[config.mk]
export PLATFORM = sky130hd
export DESIGN_NAME = branch_resolver_flat
export DESIGN_NICKNAME = d
export VERILOG_FILES = /design/src/rtl/branch_resolver_if.sv /design/src/rtl/branch_resolver.sv /design/src/flat_wrapper.sv
export SDC_FILE = /design/constraint.sdc
export NUM_CORES = 1
export LEC_CHECK = 0
export CAP_MARGIN = 20
export CORE_ASPECT_RATIO = 1.25
export CORE_UTILIZATION = 39
export DETAILED_ROUTE_END_ITERATION = 10
export PLACE_DENSITY = 0.69
export REMOVE_ABC_BUFFERS = 1
export SLEW_MARGIN = 10
export SYNTH_ARGS = -nofsm -noshare
export SYNTH_HDL_FRONTEND = slang
export SYNTH_SLANG_ARGS = --single-unit
export TNS_END_PERCENT = 10
[constraint.sdc]
create_clock -name clk -period 1.81 [get_ports clk]
set_input_delay 0.362 -clock clk [delete_from_list [all_inputs] [get_ports clk]]
set_output_delay 0.362 -clock clk [all_outputs]
set_load 0.01 [all_outputs]
[src/rtl/branch_resolver_if.sv]
// branch_resolver_if: request/result handshake between sequencer, branch resolver and PC-mux control
interface branch_resolver_if;
  logic        req_valid;
  logic        req_ready;
  logic [15:0] ir;
  logic [15:0] pc;
  logic        res_valid;
  logic        res_ready;
  logic        ben;
  logic        redirect;
  logic [15:0] target;
  modport master (
    output req_valid, ir, pc, res_ready,
    input  req_ready, res_valid, ben, redirect, target
  );
  modport slave (
    input  req_valid, ir, pc, res_ready,
    output req_ready, res_valid, ben, redirect, target
  );
endinterface

[src/rtl/branch_resolver.sv]
// branch_resolver: LC-3b BEN evaluation and branch target generation with a saturating taken counter
module branch_resolver #(
  parameter int CNT_W = 8
) (
  input  logic               clk,
  input  logic               reset,
  branch_resolver_if.slave   bus,
  input  logic               n_in,
  input  logic               z_in,
  input  logic               p_in,
  input  logic               ld_cc,
  output logic [CNT_W-1:0]   taken_count
);
  typedef enum logic [1:0] {IDLE, EVAL, HOLD} state_t;
  state_t      state;
  logic [15:0] ir_q;
  logic [15:0] pc_q;
  logic        ben_q;
  logic        redirect_q;
  logic [15:0] target_q;
  logic        ben_next;
  logic [15:0] target_next;
  assign ben_next    = |(ir_q[11:9] & {n_in, z_in, p_in});
  assign target_next = pc_q + {{6{ir_q[8]}}, ir_q[8:0], 1'b0};
  assign bus.req_ready = (state == IDLE);
  assign bus.res_valid = (state == HOLD);
  assign bus.ben       = ben_q;
  assign bus.redirect  = redirect_q;
  assign bus.target    = target_q;
  // Negedge state updates line up with the CCR flops; ld_cc low means CCs are still settling
  always_ff @(negedge clk or negedge reset) begin
    if (!reset) begin
      state       <= IDLE;
      ir_q        <= '0;
      pc_q        <= '0;
      ben_q       <= 1'b0;
      redirect_q  <= 1'b0;
      target_q    <= '0;
      taken_count <= '0;
    end else begin
      case (state)
        IDLE: if (bus.req_valid) begin
          ir_q  <= bus.ir;
          pc_q  <= bus.pc;
          state <= EVAL;
        end
        EVAL: if (ld_cc) begin
          ben_q      <= ben_next;
          redirect_q <= ben_next & (ir_q[15:12] == 4'b0000);
          target_q   <= target_next;
          state      <= HOLD;
        end
        HOLD: if (bus.res_ready) begin
          state <= IDLE;
          if (redirect_q && !(&taken_count)) taken_count <= taken_count + 1'b1;
        end
        default: state <= IDLE;
      endcase
    end
  end
endmodule

[src/flat_wrapper.sv]
// flat-port wrapper written by rule: the top's interface ports become plain ports
module branch_resolver_flat 
#(
  parameter int CNT_W = 8
)
  (clk, reset, n_in, z_in, p_in, ld_cc, taken_count, bus_req_valid, bus_ir, bus_pc, bus_res_ready, bus_req_ready, bus_res_valid, bus_ben, bus_redirect, bus_target);
  branch_resolver_if bus_i ();
  input  logic clk;
  input  logic reset;
  input  logic n_in;
  input  logic z_in;
  input  logic p_in;
  input  logic ld_cc;
  output logic [CNT_W-1:0] taken_count;
  input wire logic [$bits(bus_i.req_valid)-1:0] bus_req_valid;
  input wire logic [$bits(bus_i.ir)-1:0] bus_ir;
  input wire logic [$bits(bus_i.pc)-1:0] bus_pc;
  input wire logic [$bits(bus_i.res_ready)-1:0] bus_res_ready;
  output wire logic [$bits(bus_i.req_ready)-1:0] bus_req_ready;
  output wire logic [$bits(bus_i.res_valid)-1:0] bus_res_valid;
  output wire logic [$bits(bus_i.ben)-1:0] bus_ben;
  output wire logic [$bits(bus_i.redirect)-1:0] bus_redirect;
  output wire logic [$bits(bus_i.target)-1:0] bus_target;
  assign bus_i.req_valid = bus_req_valid;
  assign bus_i.ir = bus_ir;
  assign bus_i.pc = bus_pc;
  assign bus_i.res_ready = bus_res_ready;
  assign bus_req_ready = bus_i.req_ready;
  assign bus_res_valid = bus_i.res_valid;
  assign bus_ben = bus_i.ben;
  assign bus_redirect = bus_i.redirect;
  assign bus_target = bus_i.target;
  branch_resolver #(.CNT_W(CNT_W)) u_core (.clk(clk), .reset(reset), .bus(bus_i), .n_in(n_in), .z_in(z_in), .p_in(p_in), .ld_cc(ld_cc), .taken_count(taken_count));
endmodule
==> flow_summary.json <==
{
  "status": "complete, but fails checks",
  "violations": "setup timing",
  "drc_errors": 0,
  "synth_top_family_by_area": "simple AND/OR/NAND/NOR gates",
  "rsz0062_at_grt": "true",
  "numCtsBuffers": 9,
  "synth-adder-area-share": 0.0685,
  "drtIter0Drc": 77,
  "cpPeakStageDelay_ns": 0.51,
  "finalPower_w": 0.00819,
  "initial_core_util": 0.407,
  "ir_drop_v": 0.000961,
  "power_frac_clock": 0.173,
  "cts_root_buf": "clkbuf_8",
  "grt_pass1_vias": 2559,
  "ys_seq_area_frac": 0.495,
  "place_area_um2": 4260,
  "slowest_stage": "dfrtn_1",
  "synthXorXnorAreaFrac": 0.0404,
  "cts_sinks": 60,
  "grt_overflow_total": 0,
  "drv_cap": 0,
  "worstSetupPathType": "flop to output pin",
  "comb_power_share": 0.548,
  "core_area_um2": 7440,
  "grt_antenna_before_repair": 0,
  "synth_seq_cells": 60,
  "p_sw_w": 0.00294,
  "synthArstFlopShare": 1.00,
  "worstPathMaxFanout": 3,
  "grt_pass1_wl_mm": 11.6,
  "diodes": 0,
  "switching_share": 0.359,
  "slew_violations": 0,
  "finClkSkew_ns": 0.00691,
  "die-area_um2": 8140,
  "timing.final.ws_setup_ns": -0.540,
  "finalHoldViolCount": 0,
  "setup.worst_path.start_class": "flop",
  "routedWlPerCell_um": 14.5,
  "crit_chain": "nand2b_4 -> inv_4 -> buf_6",
  "fin_nets": 459,
  "worstSetupEndpointType": "output pin",
  "place.port_buffers": 67,
  "slew_headroom": 0.749,
  "place_ws_ns": -0.981,
  "worstPathBufferInverterCount": 2,
  "required_ns": 1.45,
  "cpLargestDelayFamily": "flip-flops",
  "netlist_area_um2": 3030,
  "drt-pass1-iter-count": 4,
  "muxShareOfSynthArea": 0.126,
  "gp_congestion": 0.853,
  "clockBufferDepth": 2,
  "synth-simple-area-share": 0.134,
  "vias": 2490,
  "p_leak_nw": 2.16,
  "holdWs_ns": 0.409,
  "synth_compound_area_frac": 0.117,
  "synth-edff-count": 0,
  "ctsHtreeMaxLevel": 3,
  "worstPathArrival_ns": 1.99,
  "fin_area_um2": 4540,
  "synth.distinct_cells": 46,
  "intPower_w": 0.00525,
  "setup_violations": 73,
  "hpwl_mm": 5.13,
  "drive_above_1_share": 0.409,
  "utilization": 0.610,
  "die_x_um": 80.9,
  "row_count": 35,
  "clkLatencyLatePin_ns": 0.34,
  "synth_area_per_cell_um2": 11.4,
  "drt-total-wl_mm": 7.23,
  "hold_class": "flop to flop",
  "area_growth_pct": 49.8,
  "ys.flop_type": "dfrtn_1",
  "ys_warn_count": 0,
  "io_pins": 68,
  "dieHeight_um": 101,
  "worst_pin_slew_ns": 0.377,
  "cts_tree": "yes",
  "clkTransAtPathRegs_ns": 0.05,
  "grt_usage": 0.192,
  "grt_max_degree": 42,
  "p_per_area_nw_per_um2": 1800,
  "drt.antenna.violating_nets": 0,
  "via_per_inst": 4.98,
  "syn_inst": 267,
  "seqPwrFrac": 0.279
}
-- power by group through the flow --
stage,Clock (W),Combinational [W],Sequential (W)
6_report,0.00141,0.00449,0.00229
4_1_cts,0.00145,0.00432,0.00228
3_3_place_gp,0,0.00430,0.00228
2_1_floorplan,0,0.00232,0.00231
3_5_place_dp,0,0.00437,0.00230
5_1_grt,0.00151,0.00493,0.00235
-- cells in the mapped netlist, drive strengths merged (2+ instances only) --
cell type	instances	area share
a211oi	2	0.0049
a21o	9	0.022
a21oi	10	0.018
and2	2	0.0041
and3	5	0.011
and4	2	0.0058
buf	4	0.0087
clkbuf	6	0.0074
dfrtn	60	0.50
ha	15	0.062
inv	3	0.0037
mux2	33	0.12
nand2	35	0.043
nand3	6	0.0099
nand3b	2	0.0049
nand4	5	0.010
nor2	7	0.0087
nor3b	2	0.0049
nor4	5	0.010
o21ai	14	0.023
o31a	2	0.0058
o31ai	5	0.012
or3	3	0.0062
xnor2	8	0.023
xor2	6	0.017
-- layout by cell type (no fill, tap or decap), types with 3 or more instances in the layout --
cell and count:
xor2_1 6, buf_6 9, buf_2 25, mux2_2 31
nor2_1 5, a21oi_1 9, nand3_1 5, and3_1 3
nand4_1 5, or3_1 3, ha_1 13, clkdlybuf4s50_1 33
xnor2_1 8, o21ai_0 11, o21ai_1 3, nor4_2 3
nand2_1 34, clkbuf_8 12, o31ai_1 4, buf_4 62
dfrtn_1 60, a21o_1 9
-- flip-flops by register name, indices dropped and copies added, names as in the netlist --
register	flops
u_core.pc_q	16
u_core.state	2
u_core.bus.target	16
u_core.bus.redirect	1
u_core.ir_q	16
u_core.taken_count	8
u_core.bus.ben	1
-- tightest hold or removal path: stages, from the launching register on --
cell and delay, ns:
dfrtn_1 0.40, nand2_1 0.05, nand2_1 0.04
-- kinds of logic after synthesis --
family,after synthesis
AO/OA/AOI/OAI,50
flip-flops,60
adder cells (fa/ha/maj),16
multiplexers,34
buffers and inverters,13
AND/OR/NAND/NOR,80
XOR/XNOR,14
-- routing by layer --
layer	vias to the layer above	global-route usage	routed length [um]
li1	1240	-	-
met1	1193	0.222	3030
met2	42	0.321	3750
met3	15	0.0425	209
met4	0	0.115	232
met5	-	0	0
-- per-stage QoR --
stage / TNS (ns) / std cells
final: -27.58 / 500
after global routing: -31.43 / 500
after CTS: -27.63 / 497
after floorplan: -33.56 / 257
after global placement: -60.55 / 479
after detailed placement: -61.29 / 479
-- worst paths after layout --
kind | start | to | slack, ns | depth (start not counted)
min | u_core.pc_q[0] | u_core.bus.target[0] | 0.41 | 2
max reg2reg | u_core.ir_q[8] | u_core.bus.target[15] | -0.31 | 6
max | u_core.state[1] | bus_res_valid | -0.54 | 3
max in group asynchronous | reset | u_core.ir_q[4] | 0.77 | 2
min in group asynchronous | reset | u_core.taken_count[1] | 0.80 | 2
min reg2reg | u_core.pc_q[0] | u_core.bus.target[0] | 0.41 | 2
-- timing repair --
item / in CTS / in global routing
hold buffers: 0 / 0
endpoints found under the setup margin: 87 / 79
cloned: 0 / 1
setup buffers: 2 / 2
pin swaps: 5 / 3
resized for setup: 144 / 13
-- cell type report --
class	count	area [um^2]
fillers	633	2900
multi-input cells	194	1560
flip-flops and latches	60	1500
repair buffers	135	1110
clock buffers	12	165
well taps	92	115
clock inverters	4	70.1
inverters	3	13.8
Note: power is estimated with default switching activity, not from simulation.
